### config.mk
export PLATFORM = sky130hd
export DESIGN_NAME = muldiv_ctrl
export DESIGN_NICKNAME = d
export VERILOG_FILES = /design/src/rtl/muldiv_ctrl.sv
export SDC_FILE = /design/constraint.sdc
export NUM_CORES = 1
export LEC_CHECK = 0
export ABC_AREA = 1
export BUFFER_PORTS_ARGS = -buffer_cell sky130_fd_sc_hd__clkbuf_2
export CAP_MARGIN = 20
export CORE_AREA = 2 2 168 170
export CTS_BUF_LIST = sky130_fd_sc_hd__clkbuf_8
export CTS_CLUSTER_SIZE = 8
export DETAILED_ROUTE_END_ITERATION = 10
export DIE_AREA = 0 0 170 172
export GPL_TIMING_DRIVEN = 0
export HOLD_SLACK_MARGIN = 0.15
export PLACE_DENSITY = 0.66
export SYNTH_ARGS = -nofsm -noshare
export SYNTH_HDL_FRONTEND = slang
export SYNTH_SLANG_ARGS = --single-unit
### constraint.sdc
create_clock -name clk -period 1.3 [get_ports clk]
set_input_delay 0.195 -clock clk [delete_from_list [all_inputs] [get_ports clk]]
set_output_delay 0.195 -clock clk [all_outputs]
set_load 0.03 [all_outputs]
### src/rtl/muldiv_ctrl.sv
// muldiv_ctrl: EX-stage sequencer for the iterative divider and the
// multi-cycle multiplier; owns the architectural HI/LO registers.
//
// Ports:
//   clk, rst_n              clock, async active-low reset
//   op_valid, op            EX op present and its code (MULT..MTLO)
//   rs_data, rt_data        operand A/dividend/MT data, operand B/divisor
//   flush                   squash the in-flight or same-cycle op
//   stall                   pipeline stall request
//   rdata                   HI for MFHI, LO for MFLO (combinational)
//   hi, lo                  architectural HI/LO
//   err                     one-cycle pulse on watchdog abort
//   div_start, div_dividend, div_divisor         divider launch
//   div_done, div_quotient, div_remainder        divider result
//   mul_start, mul_a, mul_b, mul_signed          multiplier launch
//   mul_done, mul_product                        multiplier result
module muldiv_ctrl #(
    parameter int TIMEOUT = 64
) (
    input  logic        clk,
    input  logic        rst_n,
    input  logic        op_valid,
    input  logic [2:0]  op,
    input  logic [31:0] rs_data,
    input  logic [31:0] rt_data,
    input  logic        flush,
    output logic        stall,
    output logic [31:0] rdata,
    output logic [31:0] hi,
    output logic [31:0] lo,
    output logic        err,
    output logic        div_start,
    output logic [31:0] div_dividend,
    output logic [31:0] div_divisor,
    input  logic        div_done,
    input  logic [31:0] div_quotient,
    input  logic [31:0] div_remainder,
    output logic        mul_start,
    output logic [31:0] mul_a,
    output logic [31:0] mul_b,
    output logic        mul_signed,
    input  logic        mul_done,
    input  logic [63:0] mul_product
);

    localparam int WDW = $clog2(TIMEOUT + 1);
    typedef logic [WDW-1:0] wd_t;
    localparam wd_t WD_MAX = wd_t'(TIMEOUT);

    localparam logic [2:0] OP_MULT  = 3'd0;
    localparam logic [2:0] OP_MULTU = 3'd1;
    localparam logic [2:0] OP_DIV   = 3'd2;
    localparam logic [2:0] OP_MFHI  = 3'd4;
    localparam logic [2:0] OP_MFLO  = 3'd5;
    localparam logic [2:0] OP_MTHI  = 3'd6;
    localparam logic [2:0] OP_MTLO  = 3'd7;

    typedef enum logic [1:0] {
        S_IDLE,
        S_LAUNCH,
        S_WAIT,
        S_DRAIN
    } state_e;

    state_e      state_q, state_d;
    logic [31:0] hi_q, hi_d;
    logic [31:0] lo_q, lo_d;
    logic [31:0] opa_q, opa_d;
    logic [31:0] opb_q, opb_d;
    logic        div_q, div_d;
    logic        sgn_q, sgn_d;
    wd_t         wd_q, wd_d;

    logic        unit_done;
    wd_t         wd_inc;

    // Only the unit that was launched can complete the operation.
    assign unit_done = div_q ? div_done : mul_done;
    assign wd_inc    = (wd_q == WD_MAX) ? wd_q : wd_q + 1'b1;

    always_comb begin
        state_d   = state_q;
        hi_d      = hi_q;
        lo_d      = lo_q;
        opa_d     = opa_q;
        opb_d     = opb_q;
        div_d     = div_q;
        sgn_d     = sgn_q;
        wd_d      = wd_q;
        err       = 1'b0;
        div_start = 1'b0;
        mul_start = 1'b0;

        unique case (state_q)
            S_IDLE: begin
                if (op_valid && !flush) begin
                    case (op)
                        OP_MULT, OP_MULTU: begin
                            opa_d   = rs_data;
                            opb_d   = rt_data;
                            div_d   = 1'b0;
                            sgn_d   = (op == OP_MULT);
                            state_d = S_LAUNCH;
                        end
                        OP_DIV: begin
                            // Divide by zero is architecturally a no-op.
                            if (rt_data != 32'd0) begin
                                opa_d   = rs_data;
                                opb_d   = rt_data;
                                div_d   = 1'b1;
                                sgn_d   = 1'b0;
                                state_d = S_LAUNCH;
                            end
                        end
                        OP_MTHI: hi_d = rs_data;
                        OP_MTLO: lo_d = rs_data;
                        default: ;
                    endcase
                end
            end
            S_LAUNCH: begin
                // The start pulse goes out even if flushed, so the
                // unit must be drained afterwards.
                div_start = div_q;
                mul_start = ~div_q;
                wd_d      = '0;
                state_d   = flush ? S_DRAIN : S_WAIT;
            end
            S_WAIT: begin
                wd_d = wd_inc;
                if (unit_done) begin
                    // A flush coinciding with done squashes the write;
                    // nothing is left outstanding.
                    state_d = S_IDLE;
                    if (!flush) begin
                        if (div_q) begin
                            hi_d = div_remainder;
                            lo_d = div_quotient;
                        end else begin
                            hi_d = mul_product[63:32];
                            lo_d = mul_product[31:0];
                        end
                    end
                end else if (wd_q == WD_MAX) begin
                    state_d = S_IDLE;
                    err     = ~flush;
                end else if (flush) begin
                    state_d = S_DRAIN;
                end
            end
            S_DRAIN: begin
                wd_d = wd_inc;
                if (unit_done || wd_q == WD_MAX) begin
                    state_d = S_IDLE;
                end
            end
            default: state_d = S_IDLE;
        endcase
    end

    always_ff @(posedge clk or negedge rst_n) begin
        if (!rst_n) begin
            state_q <= S_IDLE;
            hi_q    <= '0;
            lo_q    <= '0;
            opa_q   <= '0;
            opb_q   <= '0;
            div_q   <= 1'b0;
            sgn_q   <= 1'b0;
            wd_q    <= '0;
        end else begin
            state_q <= state_d;
            hi_q    <= hi_d;
            lo_q    <= lo_d;
            opa_q   <= opa_d;
            opb_q   <= opb_d;
            div_q   <= div_d;
            sgn_q   <= sgn_d;
            wd_q    <= wd_d;
        end
    end

    assign stall        = op_valid & (state_q != S_IDLE);
    assign hi           = hi_q;
    assign lo           = lo_q;
    assign div_dividend = opa_q;
    assign div_divisor  = opb_q;
    assign mul_a        = opa_q;
    assign mul_b        = opb_q;
    assign mul_signed   = sgn_q;

    always_comb begin
        rdata = '0;
        case (op)
            OP_MFHI: rdata = hi_q;
            OP_MFLO: rdata = lo_q;
            default: ;
        endcase
    end

endmodule

Yosys cells after proc, flatten, opt, wreduce, memory -nomap -nowiden
Cells that the tools add are included.
{"block": "word_totals", "output_inout_bits": 229, "ff_bits": 139, "inputBits": 201, "word_cells": 88}
{"block": "op_classes", "reduce_logical": 17, "bitwise_logic": 3, "add_sub_neg": 1, "n_eq_ne": 21, "muxes": 38}
{"cell": "$mux 32", "n": 12}
{"cell": "$pmux 32 s2", "n": 5}
{"cell": "$reduce_bool 32->1", "n": 1}
{"cell": "$reduce_and 5->1", "n": 3}
{"cell": "$pmux 7 s2", "n": 1}
{"cell": "$eq 3x3->1 const B", "n": 4}
{"cell": "$mux 2", "n": 6}
{"cell": "$ne 2x2->1 const B", "n": 6}
{"cell": "$mux 1", "n": 9}
{"cell": "$pmux 2 s4", "n": 1}
{"cell": "$reduce_bool 2->1", "n": 4}
{"cell": "$add 7x1->7 const B", "n": 1}
{"cell": "$eq 7x7->1 const B", "n": 1}
{"cell": "$mux 7", "n": 1}
{"cell": "$eq 2x2->1 const B", "n": 2}
{"cell": "$ne 2x1->1 const B", "n": 2}
{"cell": "$ne 4x4->1 const B", "n": 1}
{"cell": "$pmux 1 s2", "n": 2}
{"cell": "$pmux 2 s2", "n": 1}
{"cell": "$reduce_and 4->1", "n": 1}
{"cell": "$reduce_or 2->1", "n": 2}
{"cell": "$eq 3x1->1 const B", "n": 1}
{"cell": "$eq 3x2->1 const B", "n": 1}
{"cell": "$logic_not 3->1", "n": 1}
{"cell": "10 further kinds", "n": 11}

Depth between registers and ports, before layout
{"block": "logic_depth", "ltp_word": 5, "depth_mapped": 11}

Worst setup path before layout
No wires, ideal clock.
{"block": "synth_path", "path_type": "register to output", "startpoint": "reg state_q[0]", "endpoint": "out err", "path_buffers": 1, "slack_ns": -0.645, "path_stages_with_launch": 5, "arrival_ns": 1.750, "path_cell_list": "dfrtp_1 > inv_1 > nand2_1 > clkbuf_1 > nor4_1"}
{"block": "synth_via", "elab_chain_cells": 2}
{"item": "from (decl)", "line": "65", "text": "state_e state_q, state_d;"}
{"item": "from (signal assigned)", "line": "172", "text": "state_q <= state_d;"}
{"item": "$eq 2x2->1", "line": "94", "text": "unique case (state_q)"}
{"item": "$mux 1", "line": "94"}
{"item": "to (decl)", "line": "31", "text": "output logic err,"}
No other way between the ends.

Worst setup path after layout
Ends and elaborated chain as after synthesis.

==> impl_table.tex <==
\begin{tabular}{lr}
\hline
Metric & Value \\
\hline
\multicolumn{2}{l}{\textbf{Run status}} \\
\quad Failing checks & setup timing \\
\quad Run status & finished, violations left \\
\multicolumn{2}{l}{\textbf{Clock tree}} \\
\quad CTS tree & done \\
\quad Clock-pin slew on the worst setup and hold paths & 0.10 ns \\
\quad CTS root buf & clkbuf\_8 \\
\quad Sinks on Clock Net & 139 \\
\quad Source-to-sink clock delay at the later pin of the worst-skew pair & 0.45 ns \\
\quad Longest Clk Path Bufs & 2 \\
\quad TritonCTS Buffers & 17 \\
\quad Total number of H-tree levels & 4 \\
\multicolumn{2}{l}{\textbf{Worst setup path}} \\
\quad CP Data Required Time & 1.11 ns \\
\quad Crit start category & flip-flop \\
\quad Type of the worst setup path & reg2out \\
\quad Category of the worst setup path capture point & primary output \\
\quad CP max FO & 4 \\
\quad Reg-to-Reg End & lo[3] \\
\quad Arrival time of the worst setup path & 1.72 ns \\
\quad Worst reg-to-reg path cell count & 12 \\
\quad Launch instance of the worst register-to-register path & state\_q[1] \\
\quad Register-to-register path setup slack & -0.57 ns \\
\multicolumn{2}{l}{\textbf{Synth}} \\
\quad Proportion of synthesized chip area in sequential cells & 0.435 \\
\quad Post-synthesis mux area share & 0.00125 \\
\quad Share of synthesized cell area in full adder, half adder and majority cells & 0.00313 \\
\quad Post-Syn Nets & 1336 \\
\quad Dominant combinational cell family by area after synthesis & simple AND/OR/NAND/NOR gates \\
\quad Netlist cell types & 26 \\
\quad Syn Std Cell Area & 0.00799 mm\^{}2 \\
\quad Biggest area consumer among synthesized cells & dfrtp\_1 \\
\quad Compound-Gate Fraction of Synth Area & 0.114 \\
\quad Synth area leaders & dfrtp\_1 44\%, nand2\_1 17\%, buf\_4 6.8\%, nor2\_1 6.0\%, inv\_1 5.3\% \\
\quad Number of warnings reported in the yosys synthesis log & 0 \\
\quad Xor/xnor share of the synthesized area & 0.00219 \\
\quad Flip-flop and latch count after synthesis & 139 \\
\quad Mean Syn Cell Area & 7.05 um\^{}2 \\
\quad Synthesized-area fraction occupied by and/or/nand/nor cells & 0.288 \\
\quad Portion of synthesized cell area occupied by the leading cell type & 0.435 \\
\quad Post-Syn Instances & 1133 \\
\multicolumn{2}{l}{\textbf{Timing}} \\
\quad Min Tclk post-route & 1.91 ns \\
\quad Fin crit share & 1.47 \\
\quad Post-route setup slack & -0.613 ns \\
\quad Final number of setup-violating endpoints & 226 \\
\quad Highest Clock Rate & 523 MHz \\
\quad Final max-slew violation count & 0 \\
\quad Worst slew margin relative to its limit & 0.613 \\
\quad Unrepaired setup endpoints after global routing & true \\
\quad Setup\_tns & -64.21 ns \\
\quad Final hold viol count & 0 \\
\quad Worst Max-Slew Pin Slew & 0.580 ns \\
\quad Setup Skew & 0.0208 ns \\
\multicolumn{2}{l}{\textbf{Power and ir drop}} \\
\quad Cell-internal power & 22.8 mW \\
\quad Psw & 19.9 mW \\
\quad Part of the power in combinational logic & 0.713 \\
\quad Overall power of the completed layout & 42.7 mW \\
\quad Ratio of total power to cell area & 2350 mW/mm\^{}2 \\
\quad Leakage & 9.18 nW \\
\quad Seq pwr share & 0.195 \\
\quad Sw Share & 0.467 \\
\quad Worst supply voltage drop on vdd & 1.31 mV \\
\quad Clock power share & 0.092 \\
\multicolumn{2}{l}{\textbf{Die}} \\
\quad Full die area & 0.0292 mm\^{}2 \\
\quad Floorplan die height & 172 um \\
\quad Width of the die & 170 um \\
\quad Number of placement rows & 61 \\
\quad Initial cell density of the core & 0.291 \\
\quad Count of pins on the block boundary & 430 \\
\quad Core Area & 0.0275 mm\^{}2 \\
\multicolumn{2}{l}{\textbf{Route}} \\
\quad Pre-Repair DR Iteration Count & 5 \\
\quad Routed length per placed instance & 21.9 um \\
\quad Per-cell via count in the routed design & 5.15 \\
\quad DRC violations left & 0 \\
\quad Post-Route WL & 50400 um \\
\quad Vias post-DR & 11.9k \\
\quad DRC violation total after the first TritonRoute iteration & 1164 \\
\quad Post-route antenna net violation count & 0 \\
\multicolumn{2}{l}{\textbf{Finish}} \\
\quad Fill cell instance count of the final layout & 1897 \\
\quad Layout overhead on the synthesized area & 127\% \\
\quad Share of final-layout standard cells stronger than drive strength 1 & 0.557 \\
\quad Most used cells in the layout excluding fill and tap cells & 213 x clkbuf\_2, 198 x nand2\_1, 178 x buf\_4, 171 x buf\_6, 149 x dlygate4sd3\_1 \\
\quad Utilization after layout & 0.661 \\
\quad Cell area after layout & 0.0182 mm\^{}2 \\
\quad Fin nets & 2147 \\
\quad Most common library cell in the layout ignoring fill and taps & clkbuf\_2 \\
\multicolumn{2}{l}{\textbf{Global routing}} \\
\quad Largest net degree at the start of global routing & 75 \\
\quad GR peak layer & met2 \\
\quad Met2 Resource Use GR & 0.521 \\
\quad Overflow left after global routing & 0 \\
\quad Via count of the first global-routing pass & 11.4k \\
\quad Wire length of the first global-routing pass & 65600 um \\
\quad Aggregate global-route resource usage & 0.302 \\
\quad Number of antenna violations at the first check in global routing & 2 \\
\quad Global routing met1 resource utilization & 0.355 \\
\quad Met3 routing resource usage after global routing & 0.0613 \\
\multicolumn{2}{l}{\textbf{Worst hold path}} \\
\quad Worst hold path endpoint & lo[14] \\
\quad Min-Delay Path Class & in2reg \\
\quad Startpoint of the tightest hold check path & mul\_product[14] \\
\quad Worst Hold Path Cells & 5 \\
\multicolumn{2}{l}{\textbf{Placed design}} \\
\quad DP Area & 0.0108 mm\^{}2 \\
\quad RD Place Congestion & 0.896 \\
\quad Number of input and output port buffers inserted & 429 \\
\quad Post-detailed-placement half-perimeter wirelength & 27700 um \\
\multicolumn{2}{l}{\textbf{Flow run}} \\
\quad Max-capacitance violation count & 0 \\
\hline
\end{tabular}
==> kinds of logic after synthesis <==
kind of cell,after synthesis
multiplexers,1
flip-flops,139
AO/OA/AOI/OAI,171
AND/OR/NAND/NOR,575
adder cells (fa/ha/maj),2
buffers and inverters,243
XOR/XNOR,2
==> area by class of cell <==
cell class	instances	area (um^2)	area share
clock inverters	14	169	0.00930
plain buffers	95	1100	0.0608
well taps	346	433	0.0238
diodes	2	5.00	0.000276
clock buffers	18	248	0.0136
flip-flops and latches	139	3500	0.193
inverters	116	443	0.0244
repair buffers	822	7690	0.423
multi-input cells	753	4570	0.252
==> worst max-delay path by stage <==
stage                     from  slack [ns]  cells after the start      end
CTS                    wd_q[1]       -0.72                      5      err
floorplan           state_q[1]       -0.10                      8   hi[10]
detailed placement       div_q       -0.85                      7   hi[22]
global placement         rst_n       -2.50                      1  wd_q[6]
global route        state_q[0]       -0.68                      5      err
finish              state_q[0]       -0.61                      5      err
==> registers in the layout (all words and copies together) (netlist names) <==
| signal | cells |
|---|---|
| div_divisor | 32 |
| lo | 32 |
| div_dividend | 32 |
| hi | 32 |
| div_q | 1 |
| mul_signed | 1 |
| wd_q | 7 |
| state_q | 2 |
==> power by group through the flow <==
stage	combinational [mW]	sequential [mW]	clock [mW]
6_report	30.5	8.35	3.91
5_1_grt	31.7	8.47	4.14
4_1_cts	23.7	7.87	3.97
3_5_place_dp	16.5	8.04	0
3_3_place_gp	16.4	7.99	0
2_1_floorplan	7.82	11.2	0
==> synth_stat cells <==
library cell	number
o21ai_1	45
o22ai_1	33
xor2_1	2
inv_1	113
buf_2	22
nand2_4	2
nand4_1	2
nor4_1	1
buf_6	5
a21oi_1	67
o211ai_1	1
nor3_1	3
nor3_4	1
o21ai_0	24
nor2_1	128
nand2_2	1
nand2_1	359
clkbuf_1	23
a31o_4	1
dfrtp_1	139
nand3_1	78
inv_2	3
buf_4	72
buf_1	5
ha_1	2
mux2i_1	1
==> per-layer routing <==
metal	up-vias	share of wire
met2	834	0.49
met5	-	0
met1	5662	0.37
li1	5147	-
met4	0	0.060
met3	221	0.079
==> critical path, cell delays in order (launching register included) <==
cell and delay [ns]:
dfrtp_1 0.40, inv_2 0.12, nand2_4 0.09, buf_12 0.14
nor4_4 0.30, clkbuf_8 0.21
==> metrics by stage <==
step                      hold slack (ns)  cells  setup slack [ns]
after CTS                           0.150   2220            -0.718
after detailed placement            0.224   1909            -0.855
after global placement              0.441   1908             -2.50
after global routing                0.175   2305            -0.677
final                               0.184   2305            -0.613
after floorplan                    -0.101   1133            -0.103
==> what timing repair did <==
item / 4_1_cts / 5_1_grt
cloned: 22 / 0
hold buffers: 149 / 0
pin swaps: 46 / 24
endpoints found under the hold margin: 179 / 0
setup endpoints to repair: 260 / 334
gates resized for setup: 568 / 671
setup buffers: 139 / 94
Note: power is estimated with default switching activity, not from simulation.
